**config.mk**
```make
export PLATFORM = sky130hd
export DESIGN_NAME = bus_region_decoder
export DESIGN_NICKNAME = d
export VERILOG_FILES = /design/src/rtl/bus_decode_pkg.sv /design/src/rtl/bus_region_lookup.sv /design/src/rtl/bus_region_decoder.sv
export SDC_FILE = /design/constraint.sdc
export NUM_CORES = 1
export LEC_CHECK = 0
export ABC_AREA = 1
export CAP_MARGIN = 5
export CORE_UTILIZATION = 42
export CTS_BUF_LIST = sky130_fd_sc_hd__clkbuf_2 sky130_fd_sc_hd__clkbuf_4 sky130_fd_sc_hd__clkbuf_8
export DETAILED_ROUTE_END_ITERATION = 8
export HOLD_SLACK_MARGIN = 0.02
export PLACE_DENSITY = 0.92
export RECOVER_POWER = 25
export SLEW_MARGIN = 0
export SYNTH_ARGS = -nofsm -noshare
export SYNTH_HDL_FRONTEND = slang
export SYNTH_SLANG_ARGS = --single-unit
```
**constraint.sdc**
```tcl
create_clock -name clk -period 1.46 [get_ports clk]
set_input_delay 0.292 -clock clk [delete_from_list [all_inputs] [get_ports clk]]
set_output_delay 0.292 -clock clk [all_outputs]
set_load 0.01 [all_outputs]
```
**src/rtl/bus_decode_pkg.sv**
```systemverilog
// Shared types and defaults for the bus region decoder: FSM encoding,
// select-width helper and the default per-region wait table.
package bus_decode_pkg;

    typedef enum logic [1:0] {
        IDLE   = 2'd0,
        ACCESS = 2'd1,
        ERROR  = 2'd2
    } state_t;

    localparam int DEF_NUM_REGIONS = 4;
    localparam int DEF_WAIT_W      = 3;

    // Region 0 is the least significant field.
    localparam logic [DEF_NUM_REGIONS*DEF_WAIT_W-1:0] DEF_WAIT_CYCLES =
        {3'd3, 3'd0, 3'd1, 3'd0};

    // Index width for n regions, never narrower than one bit.
    function automatic int sel_width(input int n);
        int w;
        w = $clog2(n);
        return (w < 1) ? 1 : w;
    endfunction

endpackage

```
**src/rtl/bus_region_lookup.sv**
```systemverilog
// Combinational address-to-region lookup: region index, mapped flag and the
// wait count configured for that region.
module bus_region_lookup
    import bus_decode_pkg::*;
#(
    parameter int ADDR_W      = 16,
    parameter int NUM_REGIONS = DEF_NUM_REGIONS,
    parameter int REGION_BITS = 13,
    parameter int WAIT_W      = DEF_WAIT_W,
    parameter logic [NUM_REGIONS*WAIT_W-1:0] WAIT_CYCLES = DEF_WAIT_CYCLES,
    localparam int PAGE_W     = ADDR_W - REGION_BITS,
    localparam int SEL_W      = sel_width(NUM_REGIONS)
) (
    input  logic [PAGE_W-1:0] i_page,
    output logic [SEL_W-1:0]  o_region,
    output logic              o_mapped,
    output logic [WAIT_W-1:0] o_wait
);

    assign o_region = i_page[SEL_W-1:0];

    // One extra bit so NUM_REGIONS == 2**PAGE_W still compares correctly.
    assign o_mapped = ({1'b0, i_page} < (PAGE_W+1)'(NUM_REGIONS));

    always_comb begin
        o_wait = '0;
        for (int i = 0; i < NUM_REGIONS; i++) begin
            if (o_region == SEL_W'(i)) begin
                o_wait = WAIT_CYCLES[i*WAIT_W +: WAIT_W];
            end
        end
    end

endmodule

```
**src/rtl/bus_region_decoder.sv**
```systemverilog
// Handshaked region decoder: accepts one address, drives that region's
// active-low select for WAIT+1 cycles, or pulses bus_error when unmapped.
module bus_region_decoder
    import bus_decode_pkg::*;
#(
    parameter int ADDR_W      = 16,
    parameter int NUM_REGIONS = DEF_NUM_REGIONS,
    parameter int REGION_BITS = 13,
    parameter int WAIT_W      = DEF_WAIT_W,
    parameter logic [NUM_REGIONS*WAIT_W-1:0] WAIT_CYCLES = DEF_WAIT_CYCLES,
    localparam int SEL_W      = sel_width(NUM_REGIONS)
) (
    input  logic                   clk,
    input  logic                   nRESET,
    input  logic                   req_valid,
    input  logic [ADDR_W-1:0]      req_addr,
    output logic                   req_ready,
    output logic [NUM_REGIONS-1:0] cs_n,
    output logic [SEL_W-1:0]       active_select,
    output logic                   done_valid,
    output logic                   bus_error,
    output logic                   busy,
    output state_t                 dbg_state
);

    state_t                 r_state, w_next_state;
    logic [WAIT_W-1:0]      r_wait, w_wait_nxt;
    logic [NUM_REGIONS-1:0] r_cs_n, w_cs_n_nxt;
    logic [SEL_W-1:0]       r_sel, w_sel_nxt;
    logic                   r_done, w_done_nxt;
    logic                   r_err, w_err_nxt;

    logic [SEL_W-1:0]       w_region;
    logic                   w_mapped;
    logic [WAIT_W-1:0]      w_wait;
    logic                   w_unused_offset;

    // Offset bits inside a region never influence the decode.
    assign w_unused_offset = ^req_addr[REGION_BITS-1:0];

    bus_region_lookup #(
        .ADDR_W      (ADDR_W),
        .NUM_REGIONS (NUM_REGIONS),
        .REGION_BITS (REGION_BITS),
        .WAIT_W      (WAIT_W),
        .WAIT_CYCLES (WAIT_CYCLES)
    ) u_lookup (
        .i_page   (req_addr[ADDR_W-1:REGION_BITS]),
        .o_region (w_region),
        .o_mapped (w_mapped),
        .o_wait   (w_wait)
    );

    // Handshake: a request transfers on a rising edge where req_valid and
    // req_ready are both high; req_ready is high only in IDLE.
    always_ff @(posedge clk or negedge nRESET) begin
        if (!nRESET) begin
            r_state <= IDLE;
            r_wait  <= '0;
            r_cs_n  <= '1;
            r_sel   <= '0;
            r_done  <= 1'b0;
            r_err   <= 1'b0;
        end else begin
            r_state <= w_next_state;
            r_wait  <= w_wait_nxt;
            r_cs_n  <= w_cs_n_nxt;
            r_sel   <= w_sel_nxt;
            r_done  <= w_done_nxt;
            r_err   <= w_err_nxt;
        end
    end

    always_comb begin
        w_next_state = r_state;
        case (r_state)
            IDLE:    if (req_valid) w_next_state = w_mapped ? ACCESS : ERROR;
            ACCESS:  if (r_wait == '0) w_next_state = IDLE;
            ERROR:   w_next_state = IDLE;
            default: w_next_state = IDLE;
        endcase
    end

    always_comb begin
        w_cs_n_nxt = '1;
        w_done_nxt = 1'b0;
        w_err_nxt  = 1'b0;
        w_wait_nxt = r_wait;
        w_sel_nxt  = r_sel;
        case (r_state)
            IDLE: begin
                if (req_valid) begin
                    if (w_mapped) begin
                        w_cs_n_nxt = ~(NUM_REGIONS'(1) << w_region);
                        w_sel_nxt  = w_region;
                        w_wait_nxt = w_wait;
                        w_done_nxt = (w_wait == '0);
                    end else begin
                        w_err_nxt  = 1'b1;
                    end
                end
            end
            ACCESS: begin
                // The select stays low until the counter has reached zero.
                if (r_wait != '0) begin
                    w_cs_n_nxt = r_cs_n;
                    w_wait_nxt = r_wait - 1'b1;
                    w_done_nxt = (r_wait == WAIT_W'(1));
                end
            end
            default: begin
            end
        endcase
    end

    assign req_ready     = (r_state == IDLE);
    assign busy          = (r_state != IDLE);
    assign cs_n          = r_cs_n;
    assign active_select = r_sel;
    assign done_valid    = r_done;
    assign bus_error     = r_err;
    assign dbg_state     = r_state;

endmodule

```
==> impl_metrics.toml <==
[run_status]
outcome = "finished, final reports clean"

[drt]
detail_route.iter0.violations = 8
routed-wl-met3_um = 48
top_signal_layer_used = "met4"
vias = 613
route.antenna.remaining_nets = 0
drt_pre_antenna_iters = 4
wire_per_inst_um = 11.6
routed_wirelength_um = 1450
met2_length_um = 756
vias_per_cell = 4.90
m1WireLength_um = 621
dr_drc_count = 0

[sta]
setup_violations_final = 0
holdWs_ns = 0.473
timing.final.max_slew_violations = 0
maxSlewHeadroom = 0.525
finalCritPeriodShare = 0.973
timing.setup.tns_ns = 0
maxClockFrequency_mhz = 704
hold_viol = 0
setup_repair_after_global_routing_missed_its_margin = "no"
finalWorstPathRequiredPeriod_ns = 1.42
fin_worst_skew_ns = 0.00105
max_slew.worst_pin.slew_ns = 0.713

[yosys]
synth_cells = 83
syn-mean-instance-area_um2 = 8.13
synth_xor_xnor_area_share = 0
post_synth_and_or_nand_nor_area_fraction = 0.373
yosys.area_share.adder = 0.0557
ys_seq_area_frac = 0.490
synth.net_count = 105
synth_cell_type_count = 14
synthMuxAreaShare = 0
synthesis.yosys.warnings = 0
synth-compound-area-share = 0.0148
synth.ff_latch_count = 13
synth_area_um2 = 674
synth_top_family_by_area = "simple AND/OR/NAND/NOR gates"

[power_and_ir_drop]
switching_power_summed_over_all_nets_mw = 0.678
switching_share = 0.415
power.share.sequential = 0.339
clock_power_share = 0.151
power_report.internal_total_mw = 0.954
p_per_area_nw_per_um2 = 1790
leakagePower_nw = 0.497
vdd.ir_drop.worst_uv = 1070
comb_power_share = 0.511

[global_route]
grt_pass1_vias = 627
groute.usage.overall = 0.193
pin_count_of_the_biggest_net_entering_global_routing = 14
antenna_found_initial = 0
grt_remaining_overflow = 0
grt_first_pass_wirelength_um = 2620

[cells_and_area]
final_cell_mix = "27 x nand2_1, 12 x nand3_1, 10 x inv_1, 9 x dfrtp_1, 7 x dlygate4sd2_1"
most_frequent_standard_cell_in_the_layout_excluding_fill_and_tap_cells = "nand2_1"
util_after_layout = 0.605
num-fill-cells = 134
fin_nets = 132
post_route_cells_drive_above_1_share = 0.202
area_delta_synth_final_pct = 35.3
diode_insertion_count_for_antenna_repair = 0

[floorplanning]
placeableCoreArea_um2 = 1510
initial_utilization = 0.448
die-area_um2 = 1770
die_x_um = 42.1
i_o_pins = 31
die_height_um = 42.1
floorplan.rows = 14

[clock_tree]
clock_tree.htree_level_count = 1
cts_buffers = 3
cts_tree = "yes"
clk_pin_slew_worst_paths_ns = 0.08
cts.sink_count = 13
root_buffer = "clkbuf_4"
holdBufCountCts = 0
clock_path_buffers = 2
clk-insertion-delay-late_ns = 0.28

[worst_setup_path]
worstPathRequired_ns = 1.17
critical_path_arrival_ns = 1.13
cp_bufs_invs = 1
critical-path-top-delay-family = "buffers and inverters"
worstSetupStartpoint = "bus_error"
reg2reg_from = "r_wait[0]"
critical_path.slowest_cell = "clkdlybuf4s50_1"
critical_path.endpoint_type = "output pin"
criticalPathCategory = "register to output pin"
worstSetupStartpointType = "register"
critical_path.max_fanout = 1
worst_path_largest_cell_delay_ns = 0.52
crit_chain = "clkdlybuf4s50_1"

[run]
max_cap_violations = 0

[placed_design]
port-buffer-count = 17
gpl.final_weighted_congestion = 0.831
detailed_placement_wirelength_estimate_um = 1110

[worst_hold_path]
holdCritPathClass = "register to register"
worstHoldStart = "active_select[0]"
## final cells by class
class                           count  area, um^2  share of cell area
Inverter                           12        45.0              0.0494
Clock buffer                        4        30.0              0.0329
Multi-Input combinational cell     58         299               0.328
Sequential cell                    13         330               0.362
Tap cell                           16        20.0              0.0219
Timing Repair Buffer               22         188               0.206
## cells in the mapped netlist, drive strengths merged
library cell / instances / area share
nor2: 9 / 0.069
o21ai: 2 / 0.015
nor3: 2 / 0.015
nand2: 30 / 0.20
dfstp: 4 / 0.16
ha: 3 / 0.056
inv: 12 / 0.067
nand3: 12 / 0.089
dfrtp: 9 / 0.33
## per-layer routing
layer / global-route usage / vias to the layer above
met5: 0 / -
met4: 0.100 / 0
met3: 0.0388 / 3
met2: 0.319 / 11
met1: 0.238 / 289
li1: - / 310
## power by group through the flow
| stage | registers, mW | logic [mW] | clock network, mW |
|---|---|---|---|
| 2_1_floorplan | 0.611 | 0.454 | 0 |
| 3_3_place_gp | 0.561 | 0.878 | 0 |
| 3_5_place_dp | 0.562 | 0.909 | 0 |
| 4_1_cts | 0.554 | 0.853 | 0.248 |
| 5_1_grt | 0.567 | 0.934 | 0.267 |
| 6_report | 0.553 | 0.833 | 0.246 |
## timing repair
item / in CTS / in global routing
pin swaps: 1 / 0
setup buffers: 0 / 0
gates cloned: 0 / 0
gates resized for setup: 11 / 4
endpoints found under the setup margin: 9 / 3
## flip-flops by register name, indices dropped and copies added, names as in the netlist
register / count
cs_n: 4
bus_error: 1
done_valid: 1
active_select: 2
r_wait: 3
dbg_state: 2
## worst register-to-register path: cells and delay by family, from the launching register on
| family | cells | cell delay [ns] |
|---|---|---|
| and+or+nand+nor | 5 | 0.53 |
| DFF | 1 | 0.41 |
| adders and majority gates | 1 | 0.16 |
| buffers and inverters | 1 | 0.13 |
## worst paths after layout
check                      slack (ns)  cells after the start               end
max                              0.04                      1         bus_error
min                              0.47                      2  active_select[0]
max reg2reg                      0.15                      7         r_wait[0]
min reg2reg                      0.47                      2  active_select[0]
max in group asynchronous        0.45                      2      dbg_state[1]
min in group asynchronous        0.57                      2         r_wait[0]
## logic make-up after synthesis
group / Yosys count
AOI/OAI and AO/OA: 2
DFF: 13
buffers and inverters: 12
and+or+nand+nor: 53
adders and majority gates: 3
## stage by stage
stage,worst slack [ns],cell area (um^2),power (mW),cells
after floorplan,0.288,674,1.06,83
after global placement,0.0745,902,1.44,121
after detailed placement,0.0262,902,1.47,121
after CTS,0.00465,922,1.66,125
after global routing,0.000696,912,1.77,125
final,0.0399,912,1.63,125
Note: power is estimated with default switching activity, not from simulation.
